==> src/rtl/serial_neg_pkg.sv <==
// serial_neg_arb shared definitions.
// State encodings, source ids and default word width.
package serial_neg_pkg;

    localparam int WIDTH_DEF = 8;

    localparam logic [1:0] ST_IDLE  = 2'd0;
    localparam logic [1:0] ST_SHIFT = 2'd1;
    localparam logic [1:0] ST_DONE  = 2'd2;

    localparam logic SRC_A = 1'b0;
    localparam logic SRC_B = 1'b1;

endpackage

==> src/rtl/serial_neg_arb_if.sv <==
// serial_neg_arb handshake bundle.
// Two requesters, one result consumer, plus busy.
interface serial_neg_arb_if #(
    parameter int WIDTH = 8
);
    logic             a_valid;
    logic [WIDTH-1:0] a_data;
    logic             a_ready;
    logic             b_valid;
    logic [WIDTH-1:0] b_data;
    logic             b_ready;
    logic             out_valid;
    logic             out_ready;
    logic [WIDTH-1:0] out_data;
    logic             out_src;
    logic             out_ovf;
    logic             busy;

    modport master (
        output a_valid, a_data, b_valid, b_data, out_ready,
        input  a_ready, b_ready, out_valid, out_data,
        input  out_src, out_ovf, busy
    );

    modport slave (
        input  a_valid, a_data, b_valid, b_data, out_ready,
        output a_ready, b_ready, out_valid, out_data,
        output out_src, out_ovf, busy
    );
endinterface

==> src/rtl/serial_cmpl_bit.sv <==
// Bit-serial two's complement stage.
// Copies bits up to the first 1, inverts the rest.
module serial_cmpl_bit (
    input  logic clk,
    input  logic r,
    input  logic load,
    input  logic en,
    input  logic bit_in,
    output logic res_bit
);
    logic seen_one;

    // remember whether a 1 has been passed in this word
    always_ff @(posedge clk) begin
        if (r || load) begin
            seen_one <= 1'b0;
        end else if (en) begin
            seen_one <= seen_one | bit_in;
        end
    end

    assign res_bit = bit_in ^ seen_one;
endmodule

==> src/rtl/serial_neg_arb.sv <==
// Two-requester round-robin bit-serial negator.
// One word in flight; result held until consumed.
module serial_neg_arb
    import serial_neg_pkg::*;
#(
    parameter int WIDTH = WIDTH_DEF
) (
    input logic          t_clk,
    input logic          r,
    serial_neg_arb_if.slave bus
);
    localparam int CW = $clog2(WIDTH);
    localparam logic [WIDTH-1:0] MOST_NEG = {1'b1, {(WIDTH-1){1'b0}}};

    logic [1:0]       state;
    logic [WIDTH-1:0] opnd;
    logic [CW-1:0]    cnt;
    logic             last_grant;
    logic [WIDTH-1:0] data_q;
    logic             src_q;
    logic             ovf_q;

    logic             idle;
    logic             grant_a;
    logic             grant_b;
    logic             acc;
    logic             sel_src;
    logic [WIDTH-1:0] sel_data;
    logic             shift_en;
    logic             last_bit;
    logic             res_bit;

    // arbitration: alternate on contention, nothing granted in reset
    always_comb begin
        idle     = (state == ST_IDLE) && !r;
        grant_a  = idle && bus.a_valid
                   && (!bus.b_valid || last_grant == SRC_B);
        grant_b  = idle && bus.b_valid
                   && (!bus.a_valid || last_grant == SRC_A);
        acc      = grant_a || grant_b;
        sel_src  = grant_b ? SRC_B : SRC_A;
        sel_data = grant_b ? bus.b_data : bus.a_data;
        shift_en = (state == ST_SHIFT);
        last_bit = (cnt == CW'(WIDTH - 1));
    end

    serial_cmpl_bit u_bit (
        .clk    (t_clk),
        .r      (r),
        .load   (acc),
        .en     (shift_en),
        .bit_in (opnd[0]),
        .res_bit(res_bit)
    );

    // control FSM and datapath; result bits refill the operand from the top
    always_ff @(posedge t_clk) begin
        if (r) begin
            state      <= ST_IDLE;
            opnd       <= '0;
            cnt        <= '0;
            last_grant <= SRC_B;
            data_q     <= '0;
            src_q      <= 1'b0;
            ovf_q      <= 1'b0;
        end else begin
            unique case (state)
                ST_IDLE: begin
                    if (acc) begin
                        opnd       <= sel_data;
                        cnt        <= '0;
                        src_q      <= sel_src;
                        ovf_q      <= (sel_data == MOST_NEG);
                        last_grant <= sel_src;
                        state      <= ST_SHIFT;
                    end
                end
                ST_SHIFT: begin
                    opnd <= {res_bit, opnd[WIDTH-1:1]};
                    cnt  <= cnt + 1'b1;
                    if (last_bit) begin
                        data_q <= {res_bit, opnd[WIDTH-1:1]};
                        state  <= ST_DONE;
                    end
                end
                ST_DONE: begin
                    if (bus.out_ready) begin
                        state <= ST_IDLE;
                    end
                end
                default: state <= ST_IDLE;
            endcase
        end
    end

    assign bus.a_ready   = grant_a;
    assign bus.b_ready   = grant_b;
    assign bus.out_valid = (state == ST_DONE);
    assign bus.out_data  = data_q;
    assign bus.out_src   = src_q;
    assign bus.out_ovf   = ovf_q;
    assign bus.busy      = (state != ST_IDLE);
endmodule

==> src/flat_wrapper.sv <==
// flat-port wrapper written by rule: the top's interface ports become plain ports
module serial_neg_arb_flat import serial_neg_pkg::*;
#(
    parameter int WIDTH = WIDTH_DEF
)
  (t_clk, r, bus_a_valid, bus_a_data, bus_b_valid, bus_b_data, bus_out_ready, bus_a_ready, bus_b_ready, bus_out_valid, bus_out_data, bus_out_src, bus_out_ovf, bus_busy);
  serial_neg_arb_if #(.WIDTH(WIDTH)) bus_i ();
  input logic t_clk;
  input logic r;
  input wire logic [$bits(bus_i.a_valid)-1:0] bus_a_valid;
  input wire logic [$bits(bus_i.a_data)-1:0] bus_a_data;
  input wire logic [$bits(bus_i.b_valid)-1:0] bus_b_valid;
  input wire logic [$bits(bus_i.b_data)-1:0] bus_b_data;
  input wire logic [$bits(bus_i.out_ready)-1:0] bus_out_ready;
  output wire logic [$bits(bus_i.a_ready)-1:0] bus_a_ready;
  output wire logic [$bits(bus_i.b_ready)-1:0] bus_b_ready;
  output wire logic [$bits(bus_i.out_valid)-1:0] bus_out_valid;
  output wire logic [$bits(bus_i.out_data)-1:0] bus_out_data;
  output wire logic [$bits(bus_i.out_src)-1:0] bus_out_src;
  output wire logic [$bits(bus_i.out_ovf)-1:0] bus_out_ovf;
  output wire logic [$bits(bus_i.busy)-1:0] bus_busy;
  assign bus_i.a_valid = bus_a_valid;
  assign bus_i.a_data = bus_a_data;
  assign bus_i.b_valid = bus_b_valid;
  assign bus_i.b_data = bus_b_data;
  assign bus_i.out_ready = bus_out_ready;
  assign bus_a_ready = bus_i.a_ready;
  assign bus_b_ready = bus_i.b_ready;
  assign bus_out_valid = bus_i.out_valid;
  assign bus_out_data = bus_i.out_data;
  assign bus_out_src = bus_i.out_src;
  assign bus_out_ovf = bus_i.out_ovf;
  assign bus_busy = bus_i.busy;
  serial_neg_arb #(.WIDTH(WIDTH)) u_core (.t_clk(t_clk), .r(r), .bus(bus_i));
endmodule
==> config.mk <==
export PLATFORM = sky130hd
export DESIGN_NAME = serial_neg_arb_flat
export DESIGN_NICKNAME = d
export VERILOG_FILES = /design/src/rtl/serial_neg_pkg.sv /design/src/rtl/serial_neg_arb_if.sv /design/src/rtl/serial_cmpl_bit.sv /design/src/rtl/serial_neg_arb.sv /design/src/flat_wrapper.sv
export SDC_FILE = /design/constraint.sdc
export NUM_CORES = 1
export LEC_CHECK = 0
export CORE_MARGIN = 2
export CORE_UTILIZATION = 50
export CTS_CLUSTER_SIZE = 8
export DETAILED_ROUTE_END_ITERATION = 8
export PLACE_DENSITY = 0.85
export SYNTH_ARGS = -nofsm -noshare
export SYNTH_HDL_FRONTEND = slang
export SYNTH_HIERARCHICAL = 1
export SYNTH_SLANG_ARGS = --single-unit
==> constraint.sdc <==
create_clock -name t_clk -period 3.2 [get_ports t_clk]
set_clock_uncertainty 0.1 [all_clocks]
set_input_delay 0.8 -clock t_clk [delete_from_list [all_inputs] [get_ports t_clk]]
set_output_delay 0.8 -clock t_clk [all_outputs]
set_load 0.02 [all_outputs]
==> out/metrics.yaml <==
outcome:
  status: "finished clean"
global_route:
  grt_max_degree: 24
  first_global_vias: 1095
  grt_usage_pct: 22.3
  antenna_found_initial: 0
  grt_pass1_wl_um: 4590
  grt_overflow: 0
worst_setup_path:
  r2r-start: "u_core/state[1]$_SDFFE_PP0P_"
  crit_chain: "clkdlybuf4s50_1, nor3_4, nand3_1, inv_1, clkdlybuf4s50_1"
  critPathKind: "input pin to output port"
  critPathMaxFanout: 3
  cpMostUsedCell: "clkdlybuf4s50_1"
  r2r_end: "u_core/opnd[5]$_SDFFE_PP0P_"
  critical_path_arrival_ns: 2.20
  critPathMaxStageDelay_ns: 0.59
  cpMaxStageDelayCell: "clkdlybuf4s50_1"
  critPathCaptureType: "output port"
  reg2reg_depth: 5
  start_kind: "input pin"
  critPathRequiredTime_ns: 2.30
  rrSetupSlack_ns: 1.54
layout:
  ff_latch_area_um2: 500
  final_layout_size_suffix_gt1_share_pct: 12.1
  insertedDiodeCount: 0
  multi_input_area_um2: 634
  final_area_um2: 1600
  num-nets-final: 198
  finalNonFillerCells: 201
  syn_to_final_growth_pct: 34.0
  fillers: 180
worst_hold_path:
  holdPathStages: 2
  hold_path.class: "flop to flop"
  worstHoldStart: "u_core/bus.out_data[6]$_SDFFE_PP0P_"
  min_to: "u_core/bus.out_data[6]$_SDFFE_PP0P_"
timing:
  timing.fmax_mhz: 323
  min_period_over_period_pct: 96.8
  relSlewSlack_pct: 72.5
  fin_ws_ns: 0.103
  setup_viol: 0
  tns_ns: 0
  rsz0062_at_grt: "no"
  drv_slew: 0
  hold_viol: 0
  period_minus_slack_ns: 3.10
  worst_pin_slew_ns: 0.413
logic_synthesis:
  synthesis.area_um2: 1200
  synth-seq-cells: 25
  syn_area_per_cell_um2: 8.74
  syn_inst: 137
  synth.distinct_cells: 33
  synth_warnings: 6
  synth_fp_nets: 161
  yosysSeqAreaShare_pct: 41.8
floorplanning:
  fp.coreArea_um2: 2230
  die_x_um: 52.9
  die_h_um: 52.9
  die-area_um2: 2800
  io_pins: 35
  initial_utilization_pct: 53.6
  std_cell_rows: 17
pwr:
  p_int_uw: 436
  clkPwrFrac_pct: 23.2
  p_sw_uw: 169
  cellPowerDensity_nw_per_um2: 377
  seq_power_share_pct: 55.9
  swShare_pct: 28.0
  leakagePower_uw: 0.000599
  peakVddDrop_v: 0.000279
  combPwrFrac_pct: 21.0
placement:
  routabilityCongestion: 0.790
  pre_cts_ws_ns: 0.0335
  place_area_um2: 1570
  post-place-cells: 197
  detailed_place_hpwl_um: 2170
  port_buffers: 34
route:
  drt_iter0_drc: 32
  antenna_left: 0
  drcViolationCount: 0
  finalWirelength_um: 2900
  viasPerCell: 5.63
  dr_total_vias: 1132
  first_pass_iters: 4
  wl_per_cell_um: 14.4
clock_tree:
  cts_resized: 0
  cts_setup_buffers: 0
  clk_pin_slew_ns: 0.14
  clock_sinks: 25
  cts_buffers: 3
  cts_max_level: 1
  clk_latency_ns: 0.31
  clockBufferDepth: 2
  postCtsHoldBufs: 0
  cts-root-buf: "clkbuf_4"
  cts_tree: "done"
run:
  cap_violations: 0
logic make-up (layout without fill, tap and decap cells):
family / count (synthesis) / count (layout) / synth area share, %
adder cells (fa/ha/maj): 3 / 3 / 3.14
buffers and inverters: 15 / 51 / 5.23
flip-flops: 25 / 25 / 41.8
AND/OR/NAND/NOR: 48 / 48 / 20.8
multiplexers: 8 / 8 / 7.52
AO/OA/AOI/OAI: 38 / 38 / 21.5
synth_stat cells (all sizes together):
cell / number / area, µm²
a2111oi: 1 / 15.0
a211oi: 1 / 12.5
a21boi: 1 / 18.8
a21oi: 23 / 123
a22oi: 8 / 60.1
a31o: 1 / 8.76
a31oi: 1 / 6.26
and2: 2 / 12.5
buf: 3 / 17.5
clkbuf: 3 / 11.3
dfxtp: 25 / 500
ha: 3 / 37.5
inv: 9 / 33.8
mux2: 8 / 90.1
nand2: 21 / 83.8
nand2b: 2 / 12.5
nand3: 11 / 55.1
nor2: 4 / 15.0
nor2b: 1 / 6.26
nor3: 2 / 21.3
nor4: 1 / 6.26
nor4b: 1 / 8.76
o21ai: 1 / 5.00
o221ai: 1 / 8.76
or2: 1 / 6.26
or4: 1 / 7.51
or4b: 1 / 13.8
how the worst max path moves through the flow:
stage	start	to	slack, ns	depth (start not counted)
2_1_floorplan	bus_b_valid	bus_b_ready	0.90	2
3_3_place_gp	bus_b_valid	bus_b_ready	0.1	4
3_5_place_dp	bus_a_valid	bus_b_ready	0.03	4
4_1_cts	bus_b_valid	bus_b_ready	0.04	4
5_1_grt	r	bus_a_ready	0.06	5
6_report	r	bus_a_ready	0.10	5
cell usage in the layout (no fill, tap or decap), drive strengths merged:
| master | n |
|---|---|
| clkdlybuf4s50 | 33 |
| dfxtp | 25 |
| a21oi | 23 |
| nand2 | 21 |
| nand3 | 11 |
| inv | 9 |
| a22oi | 8 |
| mux2 | 8 |
| nor2 | 4 |
| buf | 4 |
| clkbuf | 3 |
| ha | 3 |
| and2 | 2 |
| nand2b | 2 |
| nor3 | 2 |
| clkinv | 1 |
| dlymetal6s2s | 1 |
| a21boi | 1 |
| or2 | 1 |
| nor2b | 1 |
| o221ai | 1 |
| a31o | 1 |
| nor4b | 1 |
| nor4 | 1 |
| or4b | 1 |
| or4 | 1 |
| a211oi | 1 |
| a31oi | 1 |
| o21ai | 1 |
| a2111oi | 1 |
worst max-delay path, delay by kind of cell:
family	cells	cell delay, ns
buffers and inverters	3	1.12
and+or+nand+nor	2	0.28
through the flow:
step                utilization (%)  power (µW)  hold WS [ns]
detailed placement             70.5         471         0.344
global route                   71.8         629         0.380
CTS                            71.7         605         0.362
global placement               70.5         466         0.344
finish                         71.8         605         0.361
floorplan                         -         415         0.332
routing by layer:
metal | vias up | part of all wire [%] | track usage, %
met5 | - | 0 | 0
met4 | 0 | 0.48 | 7.69
met3 | 2 | 5.5 | 3.11
met2 | 30 | 51 | 39.8
met1 | 539 | 43 | 27.3
li1 | 561 | - | -
flip-flops by register name, summed over array words and instances, names as in the netlist:
signal,cells
u_core/u_bit/seen_one,1
u_core/opnd,8
u_core/bus.out_data,8
u_core/state,2
u_core/last_grant,1
u_core/cnt,3
u_core/bus.out_ovf,1
u_core/bus.out_src,1
cell type report:
type | count | area share [%]
flip-flops and latches | 25 | 31.2
clock buffers | 3 | 1.40
well taps | 28 | 2.18
inverters | 9 | 2.11
clock inverters | 1 | 0.312
repair buffers | 38 | 23.2
multi-input cells | 97 | 39.5
power by group through the flow:
stage	Combinational (µW)	Sequential, µW	Clock [µW]
after floorplan	69.6	345	0
after global placement	122	344	0
after detailed placement	126	345	0
after CTS	127	338	140
after global routing	137	340	152
final	127	338	140
Note: power is estimated with default switching activity, not from simulation.
